$ cat src/rtl/usb_in_arbiter_pkg.sv
// usb_in_arbiter_pkg: state encoding and counter widths shared by the IN-stream arbiter
package usb_in_arbiter_pkg;
  typedef enum logic {ST_IDLE = 1'b0, ST_GRANT = 1'b1} state_t;
  localparam int BURST_CW = 8;
  localparam int IDLE_CW = 4;
endpackage

$ cat src/rtl/usb_in_arbiter_rr_picker.sv
// rr_picker: one-hot pick of the first set request above ptr, wrapping around
module rr_picker #(
  parameter int N = 2,
  parameter int PW = (N > 1) ? $clog2(N) : 1
) (
  input  logic [N-1:0]  req,
  input  logic [PW-1:0] ptr,
  output logic [N-1:0]  onehot,
  output logic          any
);
  logic [PW-1:0] idx;
  // Walk farthest-to-nearest so the candidate closest after ptr is written last
  always_comb begin
    onehot = '0;
    idx = '0;
    for (int i = N; i >= 1; i--) begin
      idx = PW'((int'(ptr) + i) % N);
      if (req[idx]) onehot = N'(1) << idx;
    end
  end
  assign any = |req;
endmodule

$ cat src/rtl/usb_in_arbiter.sv
// usb_in_arbiter: burst-based round-robin sharing of the usb_cdc IN byte stream.
// Define USB_IN_ARB_STATS_EN to add stat_cnt_o, saturating per-requester transfer counters.
module usb_in_arbiter
  import usb_in_arbiter_pkg::*;
#(
  parameter int NUM_REQ = 2,
  parameter int MAX_BURST = 8,
  parameter int IDLE_HOLD = 4
) (
  input  logic                 clk_i,
  input  logic                 rstn_i,
  input  logic [NUM_REQ*8-1:0] req_data_i,
  input  logic [NUM_REQ-1:0]   req_valid_i,
  output logic [NUM_REQ-1:0]   req_ready_o,
  output logic [7:0]           in_data_o,
  output logic                 in_valid_o,
  input  logic                 in_ready_i,
  output logic [NUM_REQ-1:0]   grant_o,
  output logic                 busy_o
`ifdef USB_IN_ARB_STATS_EN
  ,
  output logic [NUM_REQ*16-1:0] stat_cnt_o
`endif
);
  localparam int PW = (NUM_REQ > 1) ? $clog2(NUM_REQ) : 1;
  state_t state, state_n;
  logic [NUM_REQ-1:0] grant_n, win;
  logic [PW-1:0] ptr, ptr_n, win_idx;
  logic [BURST_CW-1:0] burst_cnt, burst_n;
  logic [IDLE_CW-1:0] idle_cnt, idle_n;
  logic any, xfer, rel;
  rr_picker #(.N(NUM_REQ), .PW(PW)) u_pick (
    .req(req_valid_i),
    .ptr(ptr),
    .onehot(win),
    .any(any)
  );
  always_comb begin
    in_data_o = '0;
    win_idx = '0;
    for (int k = 0; k < NUM_REQ; k++) begin
      if (grant_o[k]) in_data_o = req_data_i[8*k +: 8];
      if (win[k]) win_idx = PW'(k);
    end
  end
  // Gating with rstn_i keeps a byte in flight during reset from being acknowledged
  assign in_valid_o = rstn_i & |(req_valid_i & grant_o);
  assign req_ready_o = grant_o & {NUM_REQ{in_ready_i & rstn_i}};
  assign xfer = in_valid_o & in_ready_i;
  assign rel = (xfer && burst_cnt == BURST_CW'(MAX_BURST - 1)) ||
               (!in_valid_o && idle_cnt == IDLE_CW'(IDLE_HOLD - 1));
  assign busy_o = state == ST_GRANT;
  always_ff @(posedge clk_i) begin
    if (!rstn_i) begin
      state <= ST_IDLE;
      grant_o <= '0;
      ptr <= PW'(NUM_REQ - 1);
      burst_cnt <= '0;
      idle_cnt <= '0;
    end else begin
      state <= state_n;
      grant_o <= grant_n;
      ptr <= ptr_n;
      burst_cnt <= burst_n;
      idle_cnt <= idle_n;
    end
  end
  always_comb begin
    state_n = state;
    grant_n = grant_o;
    ptr_n = ptr;
    burst_n = burst_cnt;
    idle_n = idle_cnt;
    if (state == ST_IDLE) begin
      if (any) begin
        state_n = ST_GRANT;
        grant_n = win;
        ptr_n = win_idx;
      end
    end else if (rel) begin
      state_n = ST_IDLE;
      grant_n = '0;
      burst_n = '0;
      idle_n = '0;
    end else begin
      burst_n = burst_cnt + BURST_CW'(xfer);
      idle_n = in_valid_o ? '0 : idle_cnt + 1'b1;
    end
  end
`ifdef USB_IN_ARB_STATS_EN
  for (genvar s = 0; s < NUM_REQ; s++) begin : g_stat
    logic [15:0] cnt;
    always_ff @(posedge clk_i) begin
      if (!rstn_i) cnt <= '0;
      else if (xfer && grant_o[s] && cnt != 16'hFFFF) cnt <= cnt + 1'b1;
    end
    assign stat_cnt_o[16*s +: 16] = cnt;
  end
`endif
endmodule

$ cat config.mk
export PLATFORM = sky130hd
export DESIGN_NAME = usb_in_arbiter
export DESIGN_NICKNAME = d
export VERILOG_FILES = /design/src/rtl/usb_in_arbiter_pkg.sv /design/src/rtl/usb_in_arbiter_rr_picker.sv /design/src/rtl/usb_in_arbiter.sv
export SDC_FILE = /design/constraint.sdc
export NUM_CORES = 1
export LEC_CHECK = 0
export CAP_MARGIN = 15
export CORE_MARGIN = 2
export CORE_UTILIZATION = 45
export CTS_BUF_LIST = sky130_fd_sc_hd__clkbuf_8
export DETAILED_ROUTE_END_ITERATION = 12
export GPL_TIMING_DRIVEN = 0
export PLACE_DENSITY = 0.81
export RECOVER_POWER = 100
export SLEW_MARGIN = 10
export SYNTH_ARGS = -nofsm -noshare
export SYNTH_HDL_FRONTEND = slang
export SYNTH_SLANG_ARGS = --single-unit
$ cat constraint.sdc
create_clock -name clk_i -period 1.72 [get_ports clk_i]
set_input_delay 0.344 -clock clk_i [delete_from_list [all_inputs] [get_ports clk_i]]
set_output_delay 0.344 -clock clk_i [all_outputs]
set_load 0.02 [all_outputs]
==> metrics.yaml <==
layout-drive-gt1-share_pct: 23.0
antennaDiodeCount: 0
clk_latency_ns: 0.25
syn2layout_area_growth_pct: 44.7
io_pins: 35
grt_usage_pct: 20.6
viasPerCell: 5.30
cts_max_level: 1
yosysSeqAreaShare_pct: 33.9
power.density_nw_per_um2: 730
final_area_um2: 1370
cap_violations: 0
cts_buffer_depth: 2
r2r_cells: 5
root_buffer: "clkbuf_8"
rows: 16
die_area_um2: 2480
numPortBuffers: 34
num_vias: 928
ir_drop_uv: 623
final_nets: 173
dp.cells: 170
start_util_pct: 47.7
synth.avg_cell_area_um2: 8.68
hpwlAfterDp_mm: 1.84
max_freq_ghz: 0.591
slew_headroom_pct: 72.8
slew_viol_final: 0
hold_viol: 0
grt_max_degree: 11
setup_violations: 0
regArea_um2: 325
timing.final.crit_share_pct: 98.3
clk_pin_slew_ns: 0.06
fillCellCount: 168
worst-path-max-fanout: 7
utilization_pct: 69.1
outcome: "complete, no violations"
path_class: "flop to output pin"
dr.pass1.iters: 4
wire_per_inst_um: 14.3
yosysWarnings: 0
die_height_um: 49.8
grt_pass1_wl_mm: 3.80
postRouteAntennaNets: 0
synth_area_um2: 946
leakagePower_uw: 0.000549
grt_pass1_vias: 904
overflow: 0
design_power_total_uw: 999
numCtsBuffers: 3
clock-sinks: 16
core_area_um2: 1980
fin_crit_ns: 1.69
dpl-instance-area_um2: 1320
synthCells: 109
cts_tree: "built"
start_kind: "flop"
ys_seq_elements: 16
place.gp.congestion: 0.794
antenna_found_initial: 0
worstPathArrival_ns: 1.35
multi_input_area_um2: 603
min_path_type: "input pin to flop"
synthesis.nets: 133
endpoint_kind: "output pin"
hold_slack_ns: 0.451
yosys.cell_types.count: 35
die_w_um: 49.8
wl_mm: 2.50
worst-endpoint-required_ns: 1.38
tightest_slew_ns: 0.407
cts_hold_buf: 0
skew_ns: 0.00218
drc: 0
instances_no_fill: 175
drtIter0Drc: 16
whs_path_depth: 3
## stage by stage
step           setup slack, ns  setup TNS [ns]
4_1_cts                0.00555               0
2_1_floorplan           0.0226               0
5_1_grt                -0.0177         -0.0177
3_5_place_dp            -0.724           -8.42
3_3_place_gp            -0.725           -8.17
6_report                0.0290               0
## layout by cell type, fill, tap and decap left out, types with 2 or more instances in the layout
cell / synthesis / final
clkdlybuf4s50_1: 0 / 18
dfxtp_1: 16 / 14
nand2_1: 13 / 13
nor2_1: 12 / 12
a22o_1: 8 / 8
clkbuf_2: 0 / 7
o21ai_0: 6 / 6
nor2b_1: 4 / 4
xnor2_1: 4 / 4
clkbuf_8: 0 / 4
clkdlybuf4s15_2: 0 / 4
buf_4: 1 / 3
and3_1: 3 / 3
xor2_1: 3 / 3
inv_1: 3 / 3
nor3_2: 0 / 3
ha_1: 3 / 3
clkbuf_4: 0 / 2
clkbuf_1: 3 / 2
o211ai_1: 2 / 2
nand3_1: 3 / 2
o22ai_1: 2 / 2
nor3_1: 5 / 2
dlygate4sd3_1: 0 / 2
## per-layer routing
metal  wire length [um]  vias up  GRT usage, %  part of all wire (%)
met2               1310       22          36.0                    52
li1                   -      473             -                     -
met3                 97        7          5.15                   3.9
met4                 53        0          9.26                   2.1
met1               1040      426          23.3                    42
met5                  0        -             0                     0
## cells by family (layout without fill, tap and decap cells)
group                    after synthesis  count (layout)  synth area share (%)
AO/OA/AOI/OAI                         24              24                  21.0
XOR/XNOR                               7               7                  6.48
adder cells (fa/ha/maj)                3               3                  3.97
buffers and inverters                  8              47                  3.70
flip-flops                            16              16                  33.9
multiplexers                           1               1                  1.06
AND/OR/NAND/NOR                       50              50                  29.9
## repair_timing
item	in CTS	in global routing
buffers inserted	1	0
pin swaps	1	1
setup endpoints to repair	19	15
gates resized for setup	43	17
## path summary, 6_finish.rpt
check                                 from                        to  slack, ns
setup / recovery   grant_o[0]$_SDFFE_PN0P_                in_valid_o       0.03
setup reg to reg  idle_cnt[0]$_SDFFE_PN0P_         busy_o$_SDFF_PN0_       0.11
hold reg to reg   idle_cnt[3]$_SDFFE_PN0P_  idle_cnt[3]$_SDFFE_PN0P_       0.50
hold / removal              req_valid_i[1]         busy_o$_SDFF_PN0_       0.45
## state kept, by name (all words and copies together) (netlist names)
signal	flops
burst_cnt	8
busy_o	1
grant_o	2
idle_cnt	4
ptr	1
## cell type report
cell class	instances	area share, %
Buffer	5	2.47
Clock buffer	4	4.02
Inverter	3	0.823
Multi-Input combinational cell	85	44.1
Sequential cell	16	23.8
Tap cell	27	2.47
Timing Repair Buffer	35	22.4
## critical path, stage by stage, from the launching register on
cell	delay (ns)
dfxtp_4	0.36
a22o_2	0.29
and2_2	0.19
clkdlybuf4s15_2	0.25
## cells in the mapped netlist, drive strengths merged
master,count,area [um^2]
a21boi,1,7.51
a22o,9,87.6
a22oi,1,7.51
a31oi,1,21.3
a32oi,1,8.76
and2,2,13.8
and3,4,26.3
and3b,1,8.76
and4bb,1,12.5
buf,2,12.5
clkbuf,3,11.3
dfxtp,16,320
ha,3,37.5
inv,3,11.3
mux2i,1,10.0
nand2,13,48.8
nand3,3,15.0
nand4,1,6.26
nand4b,2,32.5
nor2,12,45.0
nor2b,4,25.0
nor3,6,41.3
nor3b,1,7.51
o211ai,2,15.0
o21ai,6,30.0
o22ai,2,12.5
o32ai,1,8.76
xnor2,4,35.0
xor2,3,26.3
## where the power goes
group | internal, uW | switching (uW)
Clock | 203 | 135
Combinational | 125 | 131
Sequential | 388 | 16.5
Total | 717 | 283
No activity file was read; power rests on OpenSTA's default activity.
